`config.mk`:
```
export PLATFORM = sky130hd
export DESIGN_NAME = seq_scan_ctrl_flat
export DESIGN_NICKNAME = d
export VERILOG_FILES = /design/src/rtl/seq_scan_pkg.sv /design/src/rtl/seq_scan_ctrl_if.sv /design/src/rtl/pattern_det_1101.sv /design/src/rtl/seq_scan_ctrl.sv /design/src/flat_wrapper.sv
export SDC_FILE = /design/constraint.sdc
export NUM_CORES = 1
export LEC_CHECK = 0
export CAP_MARGIN = 40
export CORE_MARGIN = 2
export CORE_UTILIZATION = 30
export CTS_BUF_LIST = sky130_fd_sc_hd__clkbuf_4 sky130_fd_sc_hd__clkbuf_8
export CTS_CLUSTER_SIZE = 12
export DETAILED_ROUTE_END_ITERATION = 10
export PLACE_DENSITY_LB_ADDON = 0.1
export REMOVE_ABC_BUFFERS = 1
export SLEW_MARGIN = 40
export SYNTH_ARGS = -nofsm -noshare
export SYNTH_HDL_FRONTEND = slang
export SYNTH_HIERARCHICAL = 1
export SYNTH_SLANG_ARGS = --single-unit
```
`constraint.sdc`:
```
create_clock -name clk -period 3.05 [get_ports clk]
set_input_delay 0.61 -clock clk [delete_from_list [all_inputs] [get_ports clk]]
set_output_delay 0.61 -clock clk [all_outputs]
set_load 0.1 [all_outputs]
```
`src/rtl/seq_scan_pkg.sv`:
```
// Shared encodings for the word-scanning controller and its serial 1101 detector.
package seq_scan_pkg;

  typedef enum logic [1:0] {
    IDLE   = 2'd0,
    SHIFT  = 2'd1,
    DRAIN  = 2'd2,
    REPORT = 2'd3
  } ctrl_state_e;

  typedef enum logic [2:0] {
    S0 = 3'd0,
    S1 = 3'd1,
    S2 = 3'd2,
    S3 = 3'd3,
    S4 = 3'd4
  } det_state_e;

  localparam logic [3:0] PAT = 4'b1101;

endpackage

```
`src/rtl/seq_scan_ctrl_if.sv`:
```
// Word-in / count-out handshake bundle between a bus producer/consumer and seq_scan_ctrl.
interface seq_scan_ctrl_if #(
  parameter int WORD_W = 8,
  parameter int CNT_W  = 4
);
  logic              in_valid;
  logic              in_ready;
  logic [WORD_W-1:0] in_data;
  logic              in_restart;
  logic              out_valid;
  logic              out_ready;
  logic [CNT_W-1:0]  out_count;

  modport master (
    output in_valid, in_data, in_restart, out_ready,
    input  in_ready, out_valid, out_count
  );

  modport slave (
    input  in_valid, in_data, in_restart, out_ready,
    output in_ready, out_valid, out_count
  );
endinterface

```
`src/rtl/pattern_det_1101.sv`:
```
// Moore detector for 1101 with overlap; advances only when en=1, clr wins over en.
module pattern_det_1101
  import seq_scan_pkg::*;
(
  input  logic clk,
  input  logic reset,
  input  logic en,
  input  logic clr,
  input  logic x,
  output logic y
);

  det_state_e state_q, state_d;

  always_comb begin
    state_d = S0;
    case (state_q)
      S0:      state_d = (x == PAT[3]) ? S1 : S0;
      S1:      state_d = (x == PAT[2]) ? S2 : S0;
      S2:      state_d = (x == PAT[1]) ? S3 : S2;
      S3:      state_d = (x == PAT[0]) ? S4 : S0;
      S4:      state_d = x ? S2 : S0;
      default: state_d = S0;
    endcase
  end

  always_ff @(posedge clk) begin
    if (reset || clr) begin
      state_q <= S0;
    end else if (en) begin
      state_q <= state_d;
    end
  end

  assign y = (state_q == S4);

endmodule

```
`src/rtl/seq_scan_ctrl.sv`:
```
// Shifts accepted words MSB-first into the 1101 detector and reports a saturating match count.
// WORD_W+3 cycles per word minimum; the count is held in REPORT until out_ready, no accept meanwhile.
module seq_scan_ctrl
  import seq_scan_pkg::*;
#(
  parameter int WORD_W = 8,
  parameter int CNT_W  = 4
) (
  input  logic            clk,
  input  logic            reset,
  seq_scan_ctrl_if.slave  bus,
  output logic            det_y
);

  localparam int IDX_W = $clog2(WORD_W);
  localparam logic [IDX_W-1:0] IDX_TOP = IDX_W'(WORD_W - 1);

  ctrl_state_e       state_q;
  logic [WORD_W-1:0] sh_q;
  logic [IDX_W-1:0]  idx_q;
  logic [CNT_W-1:0]  cnt_q, cnt_d;
  logic              in_ready_q;
  logic              out_valid_q;
  logic [CNT_W-1:0]  out_count_q;

  logic accept;
  logic det_en;
  logic det_clr;
  logic count_en;

  assign accept  = (state_q == IDLE) && bus.in_valid;
  assign det_en  = (state_q == SHIFT);
  assign det_clr = accept && bus.in_restart;

  // det_y in the first SHIFT cycle belongs to the previous word's last bit and was already counted.
  assign count_en = det_y && (((state_q == SHIFT) && (idx_q != IDX_TOP)) || (state_q == DRAIN));
  assign cnt_d    = (count_en && (cnt_q != {CNT_W{1'b1}})) ? cnt_q + 1'b1 : cnt_q;

  always_ff @(posedge clk) begin
    if (reset) begin
      state_q     <= IDLE;
      sh_q        <= '0;
      idx_q       <= '0;
      cnt_q       <= '0;
      in_ready_q  <= 1'b1;
      out_valid_q <= 1'b0;
      out_count_q <= '0;
    end else begin
      case (state_q)
        IDLE: begin
          if (accept) begin
            sh_q       <= bus.in_data;
            idx_q      <= IDX_TOP;
            cnt_q      <= '0;
            in_ready_q <= 1'b0;
            state_q    <= SHIFT;
          end
        end
        SHIFT: begin
          sh_q  <= {sh_q[WORD_W-2:0], 1'b0};
          cnt_q <= cnt_d;
          if (idx_q == '0) begin
            state_q <= DRAIN;
          end else begin
            idx_q <= idx_q - 1'b1;
          end
        end
        DRAIN: begin
          cnt_q       <= cnt_d;
          out_count_q <= cnt_d;
          out_valid_q <= 1'b1;
          state_q     <= REPORT;
        end
        REPORT: begin
          if (bus.out_ready) begin
            out_valid_q <= 1'b0;
            in_ready_q  <= 1'b1;
            state_q     <= IDLE;
          end
        end
        default: begin
          state_q    <= IDLE;
          in_ready_q <= 1'b1;
        end
      endcase
    end
  end

  assign bus.in_ready  = in_ready_q;
  assign bus.out_valid = out_valid_q;
  assign bus.out_count = out_count_q;

  pattern_det_1101 u_det (
    .clk   (clk),
    .reset (reset),
    .en    (det_en),
    .clr   (det_clr),
    .x     (sh_q[WORD_W-1]),
    .y     (det_y)
  );

endmodule

```
`src/flat_wrapper.sv`:
```
// flat-port wrapper written by rule: the top's interface ports become plain ports
module seq_scan_ctrl_flat import seq_scan_pkg::*;
#(
  parameter int WORD_W = 8,
  parameter int CNT_W  = 4
)
  (clk, reset, det_y, bus_in_valid, bus_in_data, bus_in_restart, bus_out_ready, bus_in_ready, bus_out_valid, bus_out_count);
  seq_scan_ctrl_if #(.WORD_W(WORD_W), .CNT_W(CNT_W)) bus_i ();
  input  logic clk;
  input  logic reset;
  output logic det_y;
  input wire logic [$bits(bus_i.in_valid)-1:0] bus_in_valid;
  input wire logic [$bits(bus_i.in_data)-1:0] bus_in_data;
  input wire logic [$bits(bus_i.in_restart)-1:0] bus_in_restart;
  input wire logic [$bits(bus_i.out_ready)-1:0] bus_out_ready;
  output wire logic [$bits(bus_i.in_ready)-1:0] bus_in_ready;
  output wire logic [$bits(bus_i.out_valid)-1:0] bus_out_valid;
  output wire logic [$bits(bus_i.out_count)-1:0] bus_out_count;
  assign bus_i.in_valid = bus_in_valid;
  assign bus_i.in_data = bus_in_data;
  assign bus_i.in_restart = bus_in_restart;
  assign bus_i.out_ready = bus_out_ready;
  assign bus_in_ready = bus_i.in_ready;
  assign bus_out_valid = bus_i.out_valid;
  assign bus_out_count = bus_i.out_count;
  seq_scan_ctrl #(.WORD_W(WORD_W), .CNT_W(CNT_W)) u_core (.clk(clk), .reset(reset), .bus(bus_i), .det_y(det_y));
endmodule
```
==> flow_summary.yaml <==
run_status:
  outcome: "complete, no violations"
layout:
  diodes: 0
  nets: 200
  drive_above_1_share_pct: 9.605
  final_common_cell: "dfxtp_1"
  layout_common_cells: "dfxtp_1, nor2_1, a211oi_1"
  n_fill_cell: 440
  area_growth_pct: 19.53
  design_area_um2: 1669
grt:
  grt_max_degree: 21
  grt.overflow.total: 0
  antenna_found_initial: 0
  grt_pass1_wl_mm: 5.126
  grt_usage_pct: 12.57
  first_global_vias: 1114
placed_design:
  port_buffers: 19
  dp_hpwl_mm: 2.260
  gp_routability_congestion: 0.7491
  pre_cts_ws_ns: 0.7899
  postPlaceCellArea_um2: 1628
timing:
  fmax_mhz: 506.1
  layout_min_cycle_time_ns: 1.976
  whs_ns: 0.4699
  worst_slew_pin_slew_ns: 0.5054
  setup_ws_ns: 1.074
  finalClockSkew_ns: 0.003994
  hold_viol: 0
  tns_ns: 0
  drv_slew: 0
  slew_headroom_pct: 66.20
  setup_viol: 0
  timing.final.crit_share_pct: 64.78
  rsz0062_at_grt: "false"
clocking:
  post-cts-setup-buffers: 0
  cts_made_buffers: 3
  clock-sinks: 26
  cts_buffer_depth: 2
  clock_latency_ns: 0.27
  cts_root_buf: "clkbuf_8"
  clkTransAtPathRegs_ns: 0.09
  cts_hold_buf: 0
  cts_tree: "done"
  htreeDepth: 1
  cts_resized: 0
floorplan:
  dieArea_um2: 5216
  num_io_pins: 20
  die_w_um: 72.23
  core.rowCount: 24
  core_um2: 4414
  start_util_pct: 31.63
  die-height_um: 72.23
worst_setup_path:
  crit_path_end: "u_core/sh_q[7]$_SDFFE_PP0P_"
  cpPeakStageDelay_ns: 0.57
  worstPathMaxFanout: 14
  path_cells: "clkdlybuf4s50_1, nand2b_1, o21a_1, nor2_1, a211oi_1"
  r2r_end: "u_core/sh_q[7]$_SDFFE_PP0P_"
  startpoint: "bus_in_valid"
  reg2reg_from: "u_core/state_q[0]$_SDFFE_PP0P_"
  crit_required_ns: 3.23
  worstPathArrival_ns: 2.16
  r2r_slack_ns: 1.22
  reg2reg_depth: 6
  cp_slowest_cell: "clkdlybuf4s50_1"
  end_kind: "register"
  cp-start-kind: "input port"
  critical_path_class: "input port to register"
logic_synthesis:
  syn_area_um2: 1396
  ys.warnings.count: 6
  avgSynthCellArea_um2: 8.838
  ys_seq_elements: 26
  synth-seq-area-share_pct: 37.28
  synthCells: 158
  ys_types: 39
drt:
  drc: 0
  wire_per_inst_um: 13.18
  via_per_inst: 5.231
  drt_iter0_markers: 53
  drt_pass1_iterations: 4
  routed_wl_mm: 3.019
  postRouteAntennaNets: 0
  vias: 1198
power_and_ir_drop:
  power.density_cell_area_nw_per_um2: 837.5
  p_leak_nw: 0.6598
  vdd_drop_max_v: 0.0004804
min_path:
  hold_class: "register to register"
  worstHoldStart: "u_core/bus.out_count[2]$_SDFFE_PP0N_"
flow_run:
  maxCapViolCount: 0
[worst min-delay path by stage]
| stage | slack, ns | cells past startpoint | end |
|---|---|---|---|
| 6_report | 0.47 | 2 | u_core/bus.out_count[2]$_SDFFE_PP0N_ |
| 5_1_grt | 0.49 | 2 | u_core/bus.out_count[2]$_SDFFE_PP0N_ |
| 4_1_cts | 0.48 | 2 | u_core/bus.out_count[2]$_SDFFE_PP0N_ |
| 3_5_place_dp | 0.46 | 2 | u_core/bus.out_count[2]$_SDFFE_PP0N_ |
| 3_3_place_gp | 0.46 | 2 | u_core/bus.out_count[2]$_SDFFE_PP0N_ |
| 2_1_floorplan | 0.46 | 2 | u_core/sh_q[0]$_SDFFE_PP0P_ |
[synth_stat cells]
library cell | count | area, um2
a21oi_1 | 10 | 50.05
a211oi_1 | 13 | 97.59
ha_1 | 8 | 100.1
xor2_1 | 4 | 35.03
o21a_1 | 1 | 7.510
o211ai_1 | 1 | 7.510
inv_1 | 7 | 26.28
and4_1 | 1 | 8.760
a221oi_1 | 1 | 8.760
nand3_1 | 5 | 25.02
o2111ai_1 | 1 | 8.760
or3_1 | 2 | 12.51
clkinv_1 | 1 | 3.750
dfxtp_1 | 26 | 520.5
a311o_1 | 1 | 10.01
o211ai_2 | 1 | 12.51
buf_2 | 2 | 10.01
a32oi_1 | 1 | 8.760
nor3_1 | 1 | 5.000
nor3b_1 | 3 | 22.52
and3_1 | 2 | 12.51
buf_4 | 1 | 7.510
a222oi_1 | 1 | 10.01
nor4b_1 | 1 | 8.760
o21ai_0 | 1 | 5.000
and2_1 | 2 | 12.51
o21bai_1 | 2 | 15.01
nand2b_1 | 3 | 18.77
clkbuf_1 | 3 | 11.26
nor3_2 | 2 | 20.02
nand4b_1 | 1 | 8.760
a31oi_1 | 3 | 18.77
a311oi_1 | 1 | 8.760
a21boi_2 | 1 | 11.26
mux2i_1 | 10 | 100.1
nor2_1 | 18 | 67.56
nor2b_1 | 5 | 31.28
and4b_1 | 1 | 10.01
nand2_1 | 10 | 37.54
[worst max-delay path: cells and delay by family]
kind                   cells  cell delay [ns]
AOI/OAI and AO/OA          2             0.65
buffers and inverters      1             0.57
and+or+nand+nor            2             0.33
[flip-flops by register name, summed over array words and instances, names as in the netlist]
signal	flops
u_core/bus.out_count	4
u_core/bus.out_valid	1
u_core/sh_q	8
u_core/idx_q	3
u_core/state_q	2
u_core/u_det/state_q	3
u_core/cnt_q	4
u_core/bus.in_ready	1
[cell type report]
cell class / count / area (um2) / share of cell area, %
inverters: 8 / 30.03 / 1.799
multi-input cells: 118 / 817.0 / 48.95
flip-flops and latches: 26 / 520.5 / 31.18
clock buffers: 3 / 41.29 / 2.474
well taps: 52 / 65.06 / 3.898
repair buffers: 22 / 195.2 / 11.69
[layer usage]
layer	up-vias	global-route usage (%)	part of all wire, %
li1	617	-	-
met3	5	2.500	2.8
met4	0	5.660	1.7
met1	558	16.44	50
met5	-	0	0
met2	18	19.98	46
[power breakdown]
group	internal [mW]	switching (mW)
clock	0.0885	0.105
combinational	0.241	0.466
sequential	0.430	0.0676
total	0.759	0.638
[stage by stage]
| stage | cells | total power [mW] | utilization, % |
|---|---|---|---|
| 3_3_place_gp | 226 | 1.194 | 36.88 |
| 2_1_floorplan | 152 | 1.042 | - |
| 4_1_cts | 229 | 1.415 | 37.81 |
| 6_report | 229 | 1.398 | 37.81 |
| 3_5_place_dp | 226 | 1.216 | 36.88 |
| 5_1_grt | 229 | 1.507 | 37.81 |
[cell families (layout without fill, tap and decap cells)]
| family | count (synthesis) | count (layout) | synth area share [%] |
|---|---|---|---|
| compound gates | 39 | 39 | 20.07 |
| xor+xnor | 4 | 4 | 2.509 |
| fa+ha+maj | 8 | 8 | 7.169 |
| buf+inv | 14 | 33 | 4.212 |
| flops | 26 | 26 | 37.28 |
| mux | 10 | 10 | 7.169 |
| simple gates | 57 | 57 | 21.59 |
No activity file was read; power rests on OpenSTA's default activity.
